[src/rtl/regfile_p.sv]
// regfile_p: parametrised tiny16 register file with two registered read ports,
// one write port, a zero-gated registered output bus, and dedicated PC / SP
// increment hardware. Synchronous active-high reset.
module regfile_p #(
    parameter int unsigned     WIDTH    = 16,
    parameter int unsigned     DEPTH    = 8,
    parameter int unsigned     AW       = $clog2(DEPTH),
    parameter int unsigned     PC_IDX   = 0,
    parameter int unsigned     SP_IDX   = 1,
    parameter logic [WIDTH-1:0] SP_RESET = 'h00FF,
    parameter int unsigned     PC_STEP  = 1
) (
    input  logic             clk,
    input  logic             rst,
    input  logic [AW-1:0]    src_sel,
    input  logic [AW-1:0]    dst_sel,
    input  logic             in_en,
    input  logic [WIDTH-1:0] in,
    input  logic             out_en,
    input  logic             pc_inc,
    input  logic             sp_push,
    input  logic             sp_pop,
    output logic [WIDTH-1:0] src,
    output logic [WIDTH-1:0] dst,
    output logic [WIDTH-1:0] out,
    output logic             out_valid,
    output logic [WIDTH-1:0] pc,
    output logic [WIDTH-1:0] sp
);

    localparam logic [AW-1:0]    PcSel  = AW'(PC_IDX);
    localparam logic [AW-1:0]    SpSel  = AW'(SP_IDX);
    localparam logic [WIDTH-1:0] PcStep = WIDTH'(PC_STEP);
    localparam logic [WIDTH-1:0] One    = WIDTH'(1);

    logic [WIDTH-1:0] gpr_q [DEPTH];
    logic [WIDTH-1:0] gpr_d [DEPTH];
    logic [WIDTH-1:0] src_q, dst_q, out_q, out_d;
    logic             out_valid_q;

    // Per-register next state: write beats pc_inc, pc_inc beats SP ops.
    // Push and pop together cancel, so only their XOR moves SP.
    always_comb begin
        for (int unsigned r = 0; r < DEPTH; r++) begin
            gpr_d[r] = gpr_q[r];
            if (in_en && (dst_sel == AW'(r))) begin
                gpr_d[r] = in;
            end else if ((r == PC_IDX) && pc_inc) begin
                gpr_d[r] = gpr_q[r] + PcStep;
            end else if ((r == SP_IDX) && (sp_push ^ sp_pop)) begin
                gpr_d[r] = sp_push ? (gpr_q[r] - One) : (gpr_q[r] + One);
            end
        end
    end

    // Output bus drives zero rather than floating when not enabled.
    always_comb begin
        out_d = out_en ? gpr_q[src_sel] : '0;
    end

    // Register state and registered read ports; reads see pre-edge contents.
    always_ff @(posedge clk) begin
        if (rst) begin
            for (int unsigned r = 0; r < DEPTH; r++) begin
                gpr_q[r] <= (r == SP_IDX) ? SP_RESET : '0;
            end
            src_q       <= '0;
            dst_q       <= '0;
            out_q       <= '0;
            out_valid_q <= 1'b0;
        end else begin
            for (int unsigned r = 0; r < DEPTH; r++) begin
                gpr_q[r] <= gpr_d[r];
            end
            src_q       <= gpr_q[src_sel];
            dst_q       <= gpr_q[dst_sel];
            out_q       <= out_d;
            out_valid_q <= out_en;
        end
    end

    assign src       = src_q;
    assign dst       = dst_q;
    assign out       = out_q;
    assign out_valid = out_valid_q;
    assign pc        = gpr_q[PcSel];
    assign sp        = gpr_q[SpSel];

endmodule

[config.mk]
export PLATFORM = sky130hd
export DESIGN_NAME = regfile_p
export DESIGN_NICKNAME = d
export VERILOG_FILES = /design/src/rtl/regfile_p.sv
export SDC_FILE = /design/constraint.sdc
export NUM_CORES = 1
export LEC_CHECK = 0
export ABC_AREA = 1
export BUFFER_PORTS_ARGS = -buffer_cell sky130_fd_sc_hd__buf_2
export CORE_ASPECT_RATIO = 0.75
export CORE_MARGIN = 5
export CORE_UTILIZATION = 45
export DETAILED_ROUTE_END_ITERATION = 6
export HOLD_SLACK_MARGIN = 0.03
export PLACE_DENSITY = 0.74
export RECOVER_POWER = 50
export REMOVE_ABC_BUFFERS = 1
export SYNTH_ARGS = -nofsm -noshare
export SYNTH_HDL_FRONTEND = slang
export SYNTH_SLANG_ARGS = --single-unit
export TNS_END_PERCENT = 30
[constraint.sdc]
create_clock -name clk -period 4 [get_ports clk]
set_input_delay 0 -clock clk [delete_from_list [all_inputs] [get_ports clk]]
set_output_delay 0 -clock clk [all_outputs]
set_load 0.02 [all_outputs]
==> results.sh, run 1 <==
export IMPL_status="complete, but fails checks"
export IMPL_violations="design-rule violations"
export IMPL_min_to="gpr_q[1][6]"
export IMPL_drt_iter0_drc=1125
export IMPL_tritoncts_num_buffers=17
export IMPL_synth_area_mm2=0.008994
export IMPL_reg2reg_to="gpr_q[0][12]"
export IMPL_vias=8615
export IMPL_fin_crit_ns=2.906
export IMPL_fillers=1840
export IMPL_ir_drop_uv=250.7
export IMPL_tightest_slew_ns=1.243
export IMPL_clockRootBuffer="clkbuf_16"
export IMPL_holdPathStages=5
export IMPL_cts_setup_buffers=0
export IMPL_drive_gt1_share_pct=6.472
export IMPL_fin_setup_tns_ns=0
export IMPL_synth_top_cells_by_area="edfxtp_1, dfxtp_1, nand2_1"
export IMPL_core_area_mm2=0.01949
export IMPL_wl_um=28510
export IMPL_drc=2
export IMPL_grt_pass1_wl_um=45370
export IMPL_cts_tree="yes"
export IMPL_reg2reg_from="gpr_q[0][0]"
export IMPL_grt_overflow=0
export IMPL_yosysTopAreaCell="edfxtp_1"
export IMPL_clock_skew_ns=0.007699
export IMPL_hp_class="input port to flip-flop"
export IMPL_grt_pass1_vias=8111
export IMPL_cts_sinks=177
export IMPL_diodes=0
export IMPL_place_area_mm2=0.009707
export IMPL_fp_dieW_um=173.2
export IMPL_antenna_found_initial=0
export IMPL_grt_max_degree=72
export IMPL_powerDensity_mw_per_mm2=458.8
export IMPL_preCtsSetupSlack_ns=1.854
export IMPL_critPathMaxFanout=22
export IMPL_area_delta_synth_final_pct=15.05
export IMPL_grt_usage_pct=24.93
export IMPL_synth_seq_cells=177
export IMPL_yosysWarnings=0
export IMPL_nNetsFinal=1268
export IMPL_fin_crit_sh_pct=72.65
export IMPL_final_cell_mix="nand2_1, nor2_1, inv_1, o21ai_0, edfxtp_1"
export IMPL_layout_commonest_cell="nand2_1"
export IMPL_crit_arrival_ns=3.24
export IMPL_clk_pin_slew_ns=0.07
export IMPL_routedWlPerCell_um=19.14
export IMPL_die_height_um=132.4
export IMPL_rsz0062_at_grt="false"
export IMPL_cts_resized_gates=0
export IMPL_finalSetupViolCount=0
export IMPL_reg2regPathDepth=11
export IMPL_synth_edf_count=96
export IMPL_drv_cap=0
export IMPL_dp_hpwl_um=19810
export IMPL_fin_area_mm2=0.01035
export IMPL_worstSkewPairLatency_ns=0.44
export IMPL_ys_types=39
export IMPL_synth_ff_type="edfxtp_1"
export IMPL_hold_ws_ns=0.1036
export IMPL_yosysTopAreaCellShare_pct=32.05
export IMPL_worstPathRequired_ns=4.33
export IMPL_io_pins=110
export IMPL_dieArea_mm2=0.02294
export IMPL_port_buffers=109
export IMPL_finalMaxSlewViolations=0
export IMPL_first_pass_iters=7
export IMPL_ys_seq_area_share_pct=50.08
export IMPL_path_class="input port to flip-flop"
export IMPL_clock_path_buffers=2
export IMPL_initial_core_util_pct=46.15
export IMPL_gp_congestion=0.9488
export IMPL_cts_htree_levels=4
export IMPL_syn_avg_cell_area_um2=8.023
export IMPL_end_kind="flip-flop"
export IMPL_worstHoldStart="sp_pop"
export IMPL_syn_inst=1121
export IMPL_rows=44
export IMPL_via_per_inst=5.786
export IMPL_leakage_nw=4.186
export IMPL_synthArstFlopShare_pct=0
export IMPL_startpoint_type="input port"
export IMPL_finalHoldViolCount=0
export IMPL_slew_headroom_pct=17.16
export IMPL_max_freq_ghz=0.3441
export IMPL_fin_ws_ns=1.094
export IMPL_ff2ff_setup_slack_ns=2.02
export IMPL_ant_nets=0
layer usage:
layer / vias up / wire (µm) / part of all wire (%) / global-route usage, %
met1: 3968 / 12220 / 43 / 35.87
li1: 3999 / - / - / -
met2: 577 / 12340 / 43 / 37.40
met4: 0 / 732 / 2.6 / 7.754
met5: - / 0 / 0 / 0
met3: 71 / 3208 / 11 / 6.018
cell usage after synthesis (all sizes together), types with 2 or more instances:
cell / count
o2111ai: 3
nand4: 10
a211oi: 10
a221oi: 2
o21bai: 2
a22oi: 25
xor2: 8
buf: 24
nand2: 197
nand3b: 2
xnor2: 4
o21ai: 122
o221ai: 5
nand3: 51
dfxtp: 81
ha: 15
o211ai: 10
a31oi: 10
nor3: 12
a21oi: 57
o22ai: 23
inv: 122
clkbuf: 34
edfxtp: 96
nor2: 192
sequential cells by signal, indices dropped and copies added, names as in the netlist:
name and flops:
dst 16, gpr_q 128, out 16, out_valid 1, src 16
power by group:
group | internal, mW | switching (mW)
logic | 0.280 | 0.647
clock network | 0.930 | 0.725
registers | 2.07 | 0.0982
timing repair:
action / CTS / global route
hold endpoints to repair: 62 / 0
hold buffers: 19 / 0
endpoints found under the setup margin: 0 / 0
cells by family after synthesis:
kind of cell / synth area share (%)
xor+xnor: 1.169
fa+ha+maj: 2.309
flops: 50.08
simple gates: 21.22
buf+inv: 7.888
compound gates: 17.33
how the worst max path moves through the flow:
stage | from | slack (ns) | to | cells past startpoint
after floorplan | dst_sel[1] | 1.15 | gpr_q[6][0] | 4
after global placement | dst_sel[1] | 1.99 | gpr_q[5][4] | 7
after detailed placement | dst_sel[1] | 1.85 | gpr_q[5][15] | 7
after CTS | dst_sel[2] | 1.98 | gpr_q[0][2] | 7
after global routing | dst_sel[2] | 0.96 | gpr_q[0][2] | 8
final | dst_sel[2] | 1.09 | gpr_q[0][2] | 8
area by class of cell:
type	count	area (µm²)	share of cell area (%)
inverters	122	457.9	4.426
flip-flops and latches	177	4504	43.53
well taps	253	316.6	3.059
clock buffers	21	481.7	4.655
multi-input cells	764	3777	36.51
repair buffers	141	708.2	6.844
clock inverters	11	101.3	0.9794
through the flow:
| step | instances | utilization, % | power, mW |
|---|---|---|---|
| final | 1489 | 53.09 | 4.748 |
| after detailed placement | 1438 | 49.81 | 3.114 |
| after floorplan | 1063 | - | 2.770 |
| after CTS | 1489 | 53.77 | 4.760 |
| after global placement | 1438 | 49.81 | 3.100 |
| after global routing | 1489 | 53.09 | 4.971 |
worst max-delay path, stage by stage:
cell and delay [ns]:
clkbuf_1 0.37, inv_1 0.75, nand2_1 0.32, nor2_2 0.61
inv_2 0.32, o21ai_0 0.16, a221oi_1 0.09, dlygate4sd3_1 0.59
Note: power is estimated with default switching activity, not from simulation.
==> run 2, diff against run 1 <==
--- a/config.mk
+++ b/config.mk
@@ -12,7 +12,7 @@
 export CORE_UTILIZATION = 45
 export DETAILED_ROUTE_END_ITERATION = 6
 export HOLD_SLACK_MARGIN = 0.03
-export PLACE_DENSITY = 0.74
+export PLACE_DENSITY = 0.77
 export RECOVER_POWER = 50
 export REMOVE_ABC_BUFFERS = 1
 export SYNTH_ARGS = -nofsm -noshare
==> constraint.sdc (replaced) <==
create_clock -name clk -period 2.6 [get_ports clk]
set_input_delay 0 -clock clk [delete_from_list [all_inputs] [get_ports clk]]
set_output_delay 0 -clock clk [all_outputs]
set_load 0.02 [all_outputs]
==> run 2 against run 1 <==
Effect of this change: the flow now finishes without violations; non-clock buffer count is 7 higher; final cell count is 0.47% higher; sequential power is 53% higher; die area stayed put; clock power is 61% higher; global-route usage is 0.35 points lower.
==> results.sh, run 2 (same netlist as run 1, synthesis figures left out) <==
export IMPL_hp_class="input port to flip-flop"
export IMPL_rows=44
export IMPL_grt_pass1_wl_um=44320
export IMPL_fin_cells=1496
export IMPL_clock_skew_ns=0.009154
export IMPL_rsz0062_at_grt="false"
export IMPL_clockRootBuffer="clkbuf_16"
export IMPL_clock_path_buffers=2
export IMPL_io_pins=110
export IMPL_fillers=1844
export IMPL_tightest_slew_ns=1.225
export IMPL_max_freq_ghz=0.4657
export IMPL_drv_cap=0
export IMPL_fin_crit_sh_pct=82.58
export IMPL_finalMaxSlewViolations=0
export IMPL_layout_commonest_cell="nand2_1"
export IMPL_powerDensity_mw_per_mm2=712.2
export IMPL_regMostFlops="gpr_q"
export IMPL_cts_sinks=177
export IMPL_tritoncts_num_buffers=17
export IMPL_worstSkewPairLatency_ns=0.44
export IMPL_final_cell_mix="nand2_1, nor2_1, inv_1, o21ai_0, edfxtp_1"
export IMPL_leakage_nw=4.288
export IMPL_drt_iter0_drc=1385
export IMPL_finalHoldViolCount=0
export IMPL_fin_setup_tns_ns=0
export IMPL_fin_crit_ns=2.147
export IMPL_die_height_um=132.4
export IMPL_clk_pin_slew_ns=0.06
export IMPL_ir_drop_uv=371.6
export IMPL_via_per_inst=5.763
export IMPL_end_kind="flip-flop"
export IMPL_initial_core_util_pct=46.15
export IMPL_grt_usage_pct=24.58
export IMPL_fp_dieW_um=173.2
export IMPL_wl_um=28930
export IMPL_cts_tree="yes"
export IMPL_startpoint_type="input port"
export IMPL_drc=0
export IMPL_nNetsFinal=1275
export IMPL_gp_congestion=0.9357
export IMPL_place_inst=1447
export IMPL_ant_nets=0
export IMPL_grt_overflow=0
export IMPL_port_buffers=109
export IMPL_status="complete, no violations"
export IMPL_area_delta_synth_final_pct=16.21
export IMPL_first_pass_iters=7
export IMPL_diodes=0
export IMPL_cts_setup_buffers=0
export IMPL_worstPathRequired_ns=2.80
export IMPL_core_area_mm2=0.01949
export IMPL_critPathMaxFanout=15
export IMPL_grt_max_degree=72
export IMPL_antenna_found_initial=0
export IMPL_vias=8621
export IMPL_largest_reg_flops=128
export IMPL_path_class="input port to flip-flop"
export IMPL_dieArea_mm2=0.02294
export IMPL_drive_gt1_share_pct=7.482
export IMPL_grt_pass1_vias=7986
export IMPL_routedWlPerCell_um=19.34
export IMPL_slew_headroom_pct=18.32
export IMPL_cts_htree_levels=4
export IMPL_finalSetupViolCount=0
export IMPL_dp_hpwl_um=20270
export IMPL_crit_arrival_ns=2.34
[run 2: final timing paths]
path / slack, ns / start / endpoint / cells after the start
setup / recovery: 0.45 / dst_sel[2] / gpr_q[2][8] / 7
hold / removal: 0.06 / src_sel[2] / out[2] / 5
setup reg to reg: 0.60 / gpr_q[0][1] / gpr_q[0][10] / 8
hold reg to reg: 0.56 / gpr_q[1][8] / gpr_q[1][8] / 2
[run 2: final cells by class]
class | instances | area [µm²] | area share (%)
repair buffers | 148 | 779.5 | 7.458
clock inverters | 6 | 61.31 | 0.5866
flip-flops and latches | 177 | 4504 | 43.10
clock buffers | 26 | 554.3 | 5.303
multi-input cells | 764 | 3777 | 36.14
inverters | 122 | 457.9 | 4.382
well taps | 253 | 316.6 | 3.029
[run 2: repair_timing]
action                                 in CTS  in global routing
gates resized for setup                     0                  0
endpoints found under the hold margin      53                  0
hold buffers                               17                  0
[run 2: report_power, final]
| group | total [mW] | internal [mW] | switching, mW |
|---|---|---|---|
| combinational | 1.45 | 0.439 | 1.01 |
| sequential | 3.33 | 3.18 | 0.150 |
| clock | 2.66 | 1.58 | 1.09 |
| total | 7.44 | 5.20 | 2.25 |
[run 2: critical path, stage by stage]
cell,delay [ns]
clkbuf_1,0.74
inv_1,0.40
nand2_1,0.29
nor2_1,0.09
inv_1,0.19
nand2_1,0.35
buf_12,0.27
[run 2: metal layers]
| layer | vias to the layer above | GRT usage [%] | share of wire (%) |
|---|---|---|---|
| li1 | 4003 | - | - |
| met1 | 3958 | 35.67 | 43 |
| met2 | 612 | 37.23 | 43 |
| met3 | 48 | 5.819 | 12 |
| met4 | 0 | 6.336 | 1.7 |
| met5 | - | 0 | 0 |
[run 2: metrics by stage]
step           power, mW  utilization (%)  setup slack, ns  area [µm²]  hold WS [ns]
5_1_grt            7.741            53.63           0.4756       10450       0.08908
4_1_cts            7.461            54.31           0.7115       10590       0.04509
3_3_place_gp       4.795            50.28           0.7671        9799        0.2842
2_1_floorplan      4.262                -          -0.2494        8742       0.06907
3_5_place_dp       4.815            50.28           0.7373        9799        0.2894
6_report           7.444            53.63           0.4529       10450       0.06141
